==> config.mk <==
export PLATFORM = sky130hd
export DESIGN_NAME = traffic_light_ctrl_n
export DESIGN_NICKNAME = d
export VERILOG_FILES = /design/src/rtl/traffic_light_ctrl_n.sv
export SDC_FILE = /design/constraint.sdc
export NUM_CORES = 1
export LEC_CHECK = 0
export BUFFER_PORTS_ARGS = -buffer_cell sky130_fd_sc_hd__buf_2
export CAP_MARGIN = 0
export CORE_MARGIN = 2
export CORE_UTILIZATION = 55
export CTS_CLUSTER_SIZE = 30
export DETAILED_ROUTE_END_ITERATION = 10
export PLACE_DENSITY = 0.91
export RECOVER_POWER = 50
export SLEW_MARGIN = 15
export SYNTH_ARGS = -nofsm -noshare
export SYNTH_HDL_FRONTEND = slang
export SYNTH_SLANG_ARGS = --single-unit
==> constraint.sdc <==
create_clock -name clk -period 3.6 [get_ports clk]
set_clock_uncertainty 0.2 [all_clocks]
set_input_delay 0.18 -clock clk [delete_from_list [all_inputs] [get_ports clk]]
set_output_delay 0.18 -clock clk [all_outputs]
set_load 0.02 [all_outputs]
==> src/rtl/traffic_light_ctrl_n.sv <==
// rtl/traffic_light_ctrl_n.sv - N-road round-robin traffic light controller
// One road green at a time; min/max green, yellow, all-red clearance, emergency override.
module traffic_light_ctrl_n #(
    parameter int NUM_ROADS   = 4,
    parameter int CNT_W       = 8,
    parameter int GREEN_MIN   = 3,
    parameter int GREEN_MAX   = 6,
    parameter int YELLOW_TIME = 2,
    parameter int ALLRED_TIME = 1,
    parameter int IDX_W       = (NUM_ROADS > 1) ? $clog2(NUM_ROADS) : 1
) (
    input  logic                 clk,
    input  logic                 rst,
    input  logic [NUM_ROADS-1:0] req_i,
    input  logic                 emerg_en_i,
    input  logic [IDX_W-1:0]     emerg_road_i,
    output logic [NUM_ROADS-1:0] green_o,
    output logic [NUM_ROADS-1:0] yellow_o,
    output logic [NUM_ROADS-1:0] red_o,
    output logic [IDX_W-1:0]     active_road_o,
    output logic [1:0]           phase_o
);

    localparam logic [1:0] PH_ALLRED = 2'b00;
    localparam logic [1:0] PH_GREEN  = 2'b01;
    localparam logic [1:0] PH_YELLOW = 2'b10;

    localparam logic [CNT_W-1:0] AR_LAST    = CNT_W'(ALLRED_TIME - 1);
    localparam logic [CNT_W-1:0] G_MIN_LAST = CNT_W'(GREEN_MIN - 1);
    localparam logic [CNT_W-1:0] G_MAX_LAST = CNT_W'(GREEN_MAX - 1);
    localparam logic [CNT_W-1:0] Y_LAST     = CNT_W'(YELLOW_TIME - 1);
    localparam logic [CNT_W-1:0] CNT_ONE    = CNT_W'(1);
    localparam logic [NUM_ROADS-1:0] ROAD_ONE = NUM_ROADS'(1);

    logic [1:0]           phase_q,   phase_d;
    logic [CNT_W-1:0]     timer_q,   timer_d;
    logic [IDX_W-1:0]     active_q,  active_d;
    logic [NUM_ROADS-1:0] pending_q, pending_d;

    logic [NUM_ROADS-1:0] active_oh;
    logic [NUM_ROADS-1:0] eff;
    logic [NUM_ROADS-1:0] req_capture;
    logic [NUM_ROADS-1:0] grant_clr;
    logic                 emerg_valid;
    logic                 others_waiting;
    logic [IDX_W-1:0]     rr_sel;
    logic [IDX_W-1:0]     rr_idx;
    logic                 grant;
    logic [IDX_W-1:0]     grant_road;

    assign active_oh      = ROAD_ONE << active_q;
    assign eff            = pending_q | req_i;
    assign others_waiting = |(eff & ~active_oh);
    assign emerg_valid    = emerg_en_i && (32'(emerg_road_i) < 32'(NUM_ROADS));

    // Walk from the farthest candidate back to active+1 so the nearest hit wins.
    always_comb begin
        rr_sel = active_q;
        rr_idx = active_q;
        for (int k = NUM_ROADS; k >= 1; k--) begin
            rr_idx = IDX_W'((int'(active_q) + k) % NUM_ROADS);
            if (eff[rr_idx]) begin
                rr_sel = rr_idx;
            end
        end
    end

    always_comb begin
        phase_d    = phase_q;
        timer_d    = timer_q;
        active_d   = active_q;
        grant      = 1'b0;
        grant_road = rr_sel;
        grant_clr  = '0;

        case (phase_q)
            PH_ALLRED: begin
                if (timer_q == AR_LAST) begin
                    if (emerg_valid) begin
                        grant      = 1'b1;
                        grant_road = emerg_road_i;
                    end else if (|eff) begin
                        grant      = 1'b1;
                        grant_road = rr_sel;
                    end
                end else begin
                    timer_d = timer_q + CNT_ONE;
                end
            end
            PH_GREEN: begin
                if (emerg_valid && (emerg_road_i == active_q)) begin
                    timer_d = timer_q;
                end else if (emerg_valid || (timer_q == G_MAX_LAST) ||
                             ((timer_q >= G_MIN_LAST) && others_waiting)) begin
                    phase_d = PH_YELLOW;
                    timer_d = '0;
                end else begin
                    timer_d = timer_q + CNT_ONE;
                end
            end
            PH_YELLOW: begin
                if (timer_q == Y_LAST) begin
                    phase_d = PH_ALLRED;
                    timer_d = '0;
                end else begin
                    timer_d = timer_q + CNT_ONE;
                end
            end
            default: begin
                phase_d = PH_ALLRED;
                timer_d = '0;
            end
        endcase

        if (grant) begin
            phase_d   = PH_GREEN;
            timer_d   = '0;
            active_d  = grant_road;
            grant_clr = ROAD_ONE << grant_road;
        end
    end

    // The road being served cannot re-queue itself while it is green.
    assign req_capture = (phase_q == PH_GREEN) ? (req_i & ~active_oh) : req_i;
    assign pending_d   = (pending_q | req_capture) & ~grant_clr;

    always_ff @(posedge clk or posedge rst) begin
        if (rst) begin
            phase_q   <= PH_ALLRED;
            timer_q   <= '0;
            active_q  <= IDX_W'(NUM_ROADS - 1);
            pending_q <= '0;
        end else begin
            phase_q   <= phase_d;
            timer_q   <= timer_d;
            active_q  <= active_d;
            pending_q <= pending_d;
        end
    end

    assign green_o       = (phase_q == PH_GREEN)  ? active_oh : '0;
    assign yellow_o      = (phase_q == PH_YELLOW) ? active_oh : '0;
    assign red_o         = ~(green_o | yellow_o);
    assign active_road_o = active_q;
    assign phase_o       = phase_q;

    a_single_lamp: assert property (@(posedge clk) disable iff (rst)
        $onehot0(green_o | yellow_o));
    a_yellow_then_red: assert property (@(posedge clk) disable iff (rst)
        (|yellow_o) |=> !(|green_o));
    a_phase_legal: assert property (@(posedge clk) disable iff (rst)
        phase_q != 2'b11);

endmodule

* After elaboration in Yosys (flattened, before gate mapping)
Cells that the tools add are included.
Storage, ports and cells: bits in registers 16, bits of input ports 9, output and inout port bits 16
Operators by class: $add $sub $neg 5, magnitude comparators 5, equal/unequal tests 10, shifts and indexed selects 2, muxes and demuxes 34, bitwise gates (word level) 9, reductions and logical operators 10
Operators by type and width (count):
- $mux W8 | 5
- $pmux W8 S3 | 1
- $mux W2 | 11
- $mux W4 | 4
- $and A4 B4 Y4 | 3
- $lt A2 B3 Y1 const B | 4
- $ne A3 B3 Y1 const B | 4
- $not A4 Y4 | 3
- $or A4 B4 Y4 | 3
- $add A8 B1 Y8 const B | 1
- $bmux W1 S2 | 4
- $eq A8 B1 Y1 const B | 1
- $eq A8 B3 Y1 const B | 1
- $ge A8 B2 Y1 const B | 1
- $logic_not A8 Y1 | 1
- $mux W1 | 8
- $reduce_or A4 Y1 | 2
- $shl A1 B2 Y4 const A | 2
- $pmux W2 S3 | 1
- $add A2 B1 Y2 const B | 2
- $add A2 B2 Y2 const B | 2
- $reduce_and A4 Y1 | 1
- $eq A2 B1 Y1 const B | 1
- $eq A2 B2 Y1 | 1
- 6 further kinds | 8

* Depth between registers and ports, before layout
depth in word-level cells 14, mapped depth 9, mapped depth without buffers 8

* Worst setup path before layout
Ideal clock, no wire load.
path type register -> register, from register active_q[0], in the netlist active_road_o[0], to register active_q[0], in the netlist active_road_o[0], library setup time 0.079 ns, arrival time 2.364 ns, data required time 3.321 ns, slack 0.958 ns, cell stages (with the launch flop) 10, clock period less this slack 2.642 ns, cell sequence dfstp_2 > clkbuf_1 > inv_1 > ha_1 > nor2_1 > a22o_1 > a211oi_1 > mux2i_1 > o21ai_0 > o21ai_0
Between the ends: cells in the longest elaborated chain, start to end 10, elaborated cells between the ends (all ways) 19, classes of those cells add/sub (4); mux (15)
RTL lines:
- start: declaration | RTL line 37 | logic [IDX_W-1:0] active_q, active_d;
- start signal: assignment | RTL line 131 | active_q <= IDX_W'(NUM_ROADS - 1);
- start signal: assignment | RTL line 136 | active_q <= active_d;
- $add A2 B1 Y2 | RTL line 61 | rr_idx = IDX_W'((int'(active_q) + k) % NUM_ROADS);
- $bmux W1 S2 | RTL line 62 | if (eff[rr_idx]) begin
- $mux W1 (not written as such) | RTL line 62
- $mux W2 (3 in a row) | RTL line 62
- $mux W2 * | RTL line 62
- $mux W2 | RTL line 79 | if (emerg_valid) begin
- $mux W2 | RTL line 78 | if (timer_q == AR_LAST) begin
- $mux W2 * | RTL line 76 | case (phase_q)
Every way passes the cells marked *; elsewhere a longest branch is shown, timed or not. The select of a mux whose other input is x is not followed. A chain may end at the register's enable or synchronous reset.

* Worst setup path in the final report
Ends and elaborated chain as after synthesis.

==> metrics.md <==
| Metric | Value |
|---|---|
| Setup Fix Bufs, Post-CTS | `0` |
| Final #Nets | `202` |
| # rows | `17` |
| Reg power frac | `0.267` |
| Hold Fails Final Rpt | `0` |
| Clk slew on worst S/H paths | `about 0.09 ns` |
| Worst IR Drop VDD | `0.000459 V` |
| Worst-Margin Slew | `0.618 ns` |
| Fin. max-slew vios | `0` |
| Gate Count Post-Synth | `156` |
| Synth Flop Type | `dfrtp_1` |
| Final setup viols | `0` |
| Ys Warns | `0` |
| Area grow syn2layout | `14.9%` |
| Fmax achieved | `~350 MHz` |
| Gr ovfl total | `0` |
| Total power | `about 1.3 mW` |
| Setup crit start kind | `register` |
| Period utilization | `0.799` |
| Inserted Diodes | `0` |
| DR pass1 iterations | `4` |
| Post-Syn Area | `about 0.0013 sq mm` |
| Sequential element share of the synthesized area | `0.306` |
| RSZ-0062 raised after global routing | `no` |
| Routability congestion estimate | `~0.98` |
| Ranking of synthesized cells by area | `dfrtp_1 27%, ha_1 7.6%, nor2_1 5.1%` |
| Vias in the first global route | `between 1,000 and 1,500` |
| Skew-Pair Late Insertion Delay | `just under 0.3 ns` |
| Yosys top cell area share | `0.266` |
| Tmin final | `roughly 2.9 ns` |
| Clock Tree Buf Depth | `2` |
| EDFF count, synth | `0` |
| Post-CTS sizing | `0` |
| Hold Path Class | `primary input to register` |
| Ratio of cells with drive above 1 in the final layout | `0.158` |
| Die X | `approximately 53 um` |
| Final wirelength | `3.05 mm` |
| Final worst slack | `between 0.7 and 0.8 ns` |
| Mean routed wirelength per cell | `between 10 and 15 um` |
| Pre-CTS WS | `between 0.9 and 1 ns` |
| CTS tree | `built` |
| Detailed Place HPWL | `2.38 mm` |
| PortBufs | `24` |
| Largest net degree at the start of global routing | `17` |
| Logic pwr share | `0.637` |
| All-Layer GR Usage | `0.244` |
| Post-route DRC | `0` |
| CTS Sinks | `16` |
| Critical path peak fanout | `16` |
| Initial antenna violation count | `0` |
| Routed vias | `approximately 1,300` |
| Area leader, netlist | `dfrtp_1` |
| Io pins | `25` |
| Switch share | `0.502` |
| Setup tns final | `0 ns` |
| Post-synthesis register bit count | `16` |
| Ys async rst share | `1.00` |
| Die H | `53.0 um` |
| Cell Pwr Density | `between 800 and 900 mW/mm^2` |
| Max-cap violations | `0` |
| CTS Buf Count | `3` |
| WP data arrival | `2.89 ns` |
| Int Pwr | `0.627 mW` |
| Clock power frac | `0.096` |
| First-pass GRT wire length | `approximately 5.1 mm` |
| Status | `finished clean` |
| Max_slew headroom | `0.588` |
| Endpoint type of the worst setup path | `register` |
| Vias/cell | `5.97` |
| Avg Cell Area, Syn | `approximately 8.5 sq um` |
| Core box area | `~0.0022 sq mm` |
| Die area | `approximately 0.0028 sq mm` |
| Initial DRC Count | `29` |
| Starting density of the core | `0.590` |
| Library cells used by synthesis | `between 40 and 50` |
| H-tree levels | `1` |
| Syn Nets | `about 170` |
| Detail Route Antenna Nets | `0` |
| Static Leak | `0.688 nW` |
| Net switching power figure | `roughly 0.63 mW` |
| Clock Tree Root | `clkbuf_4` |
| Critical Path RT | `3.62 ns` |
| Crit path kind | `register to register` |
-- cells in the mapped netlist (all sizes together) (2+ instances only) --
| cell type | number |
|---|---|
| nor2 | 19 |
| dfrtp | 14 |
| a21oi | 12 |
| inv | 12 |
| nand2 | 11 |
| o21ai | 9 |
| ha | 8 |
| o21bai | 6 |
| nand3 | 5 |
| nor2b | 5 |
| a22o | 4 |
| and2 | 4 |
| and3 | 3 |
| nor3 | 3 |
| o22ai | 3 |
| a211o | 2 |
| a211oi | 2 |
| and4 | 2 |
| clkbuf | 2 |
| dfstp | 2 |
| nand2b | 2 |
| nor3b | 2 |
| nor4 | 2 |
| o21a | 2 |
| or2 | 2 |
| xnor2 | 2 |
-- sequential cells by signal, indices dropped and copies added, names as in the netlist --
| name | cells |
|---|---|
| active_road_o | 2 |
| pending_q | 4 |
| phase_o | 2 |
| timer_q | 8 |
-- what timing repair did --
item	in CTS	in global routing
hold buffers	2	0
hold endpoints to repair	15	0
setup endpoints to repair	0	0
-- final timing paths --
| path | startpoint | end | slack (ns) | cells past startpoint |
|---|---|---|---|---|
| setup / recovery | active_road_o[0] | active_road_o[0] | 0.73 | 8 |
| hold / removal | emerg_road_i[0] | pending_q[1] | 0.04 | 3 |
| setup reg to reg | active_road_o[0] | active_road_o[0] | 0.73 | 8 |
| hold reg to reg | pending_q[0] | pending_q[0] | 0.39 | 2 |
| max in group asynchronous | rst | timer_q[4] | 2.50 | 3 |
| min in group asynchronous | rst | timer_q[0] | 0.30 | 3 |
-- metrics by stage --
step	cells	instance area [sq um]	hold WS, ns	util
finish	212	1520	0.0439	0.678
global route	212	1520	0.0789	0.678
CTS	212	1520	0.0307	0.682
detailed placement	206	1470	0.0895	0.657
global placement	206	1470	0.0730	0.657
floorplan	156	1320	-0.108	-
-- layer usage --
metal / wire length [um] / GRT usage
met5: 0 / 0
met4: 44 / 0.0897
met3: 137 / 0.0226
met2: 1570 / 0.435
met1: 1300 / 0.304
-- power groups by stage --
stage	logic [mW]	registers, mW	clock network (mW)
after global routing	0.892	0.346	0.127
final	0.801	0.335	0.121
after CTS	0.806	0.334	0.124
after floorplan	0.616	0.323	0
after detailed placement	0.795	0.338	0
after global placement	0.768	0.333	0
-- critical path, cell delays in order, from the launching register on --
cell      delay, ns
dfstp_1        0.85
inv_1          0.17
ha_1           0.41
nor2_1         0.06
a22o_1         0.19
a211oi_1       0.26
mux2i_1        0.27
o21ai_0        0.19
o21ai_0        0.21
-- layout make-up --
class / count / area, sq um
Inverter: 12 / 45.0
Multi-Input combinational cell: 126 / 863
Timing Repair Buffer: 26 / 133
Sequential cell: 16 / 403
Fill cell: 187 / 718
Tap cell: 28 / 35.0
Clock buffer: 4 / 36.3
-- kinds of logic after synthesis --
group,synth area share
AOI/OAI and AO/OA,0.278
xor gates and xnor gates,0.0133
adders and majority gates,0.0759
buffers and inverters,0.0398
DFF,0.306
muxes,0.0161
and+or+nand+nor,0.271
-- layout by cell type (no fill, tap or decap), drive strengths merged, types with 3 or more instances in the layout --
master	count
clkbuf	10
o22ai	3
dfrtp	14
nor3	3
inv	12
o21ai	9
ha	8
buf	18
and3	3
a22o	4
nor2b	5
a21oi	12
nor2	19
o21bai	6
nand2	11
nand3	5
and2	4
No activity file was read; power rests on OpenSTA's default activity.
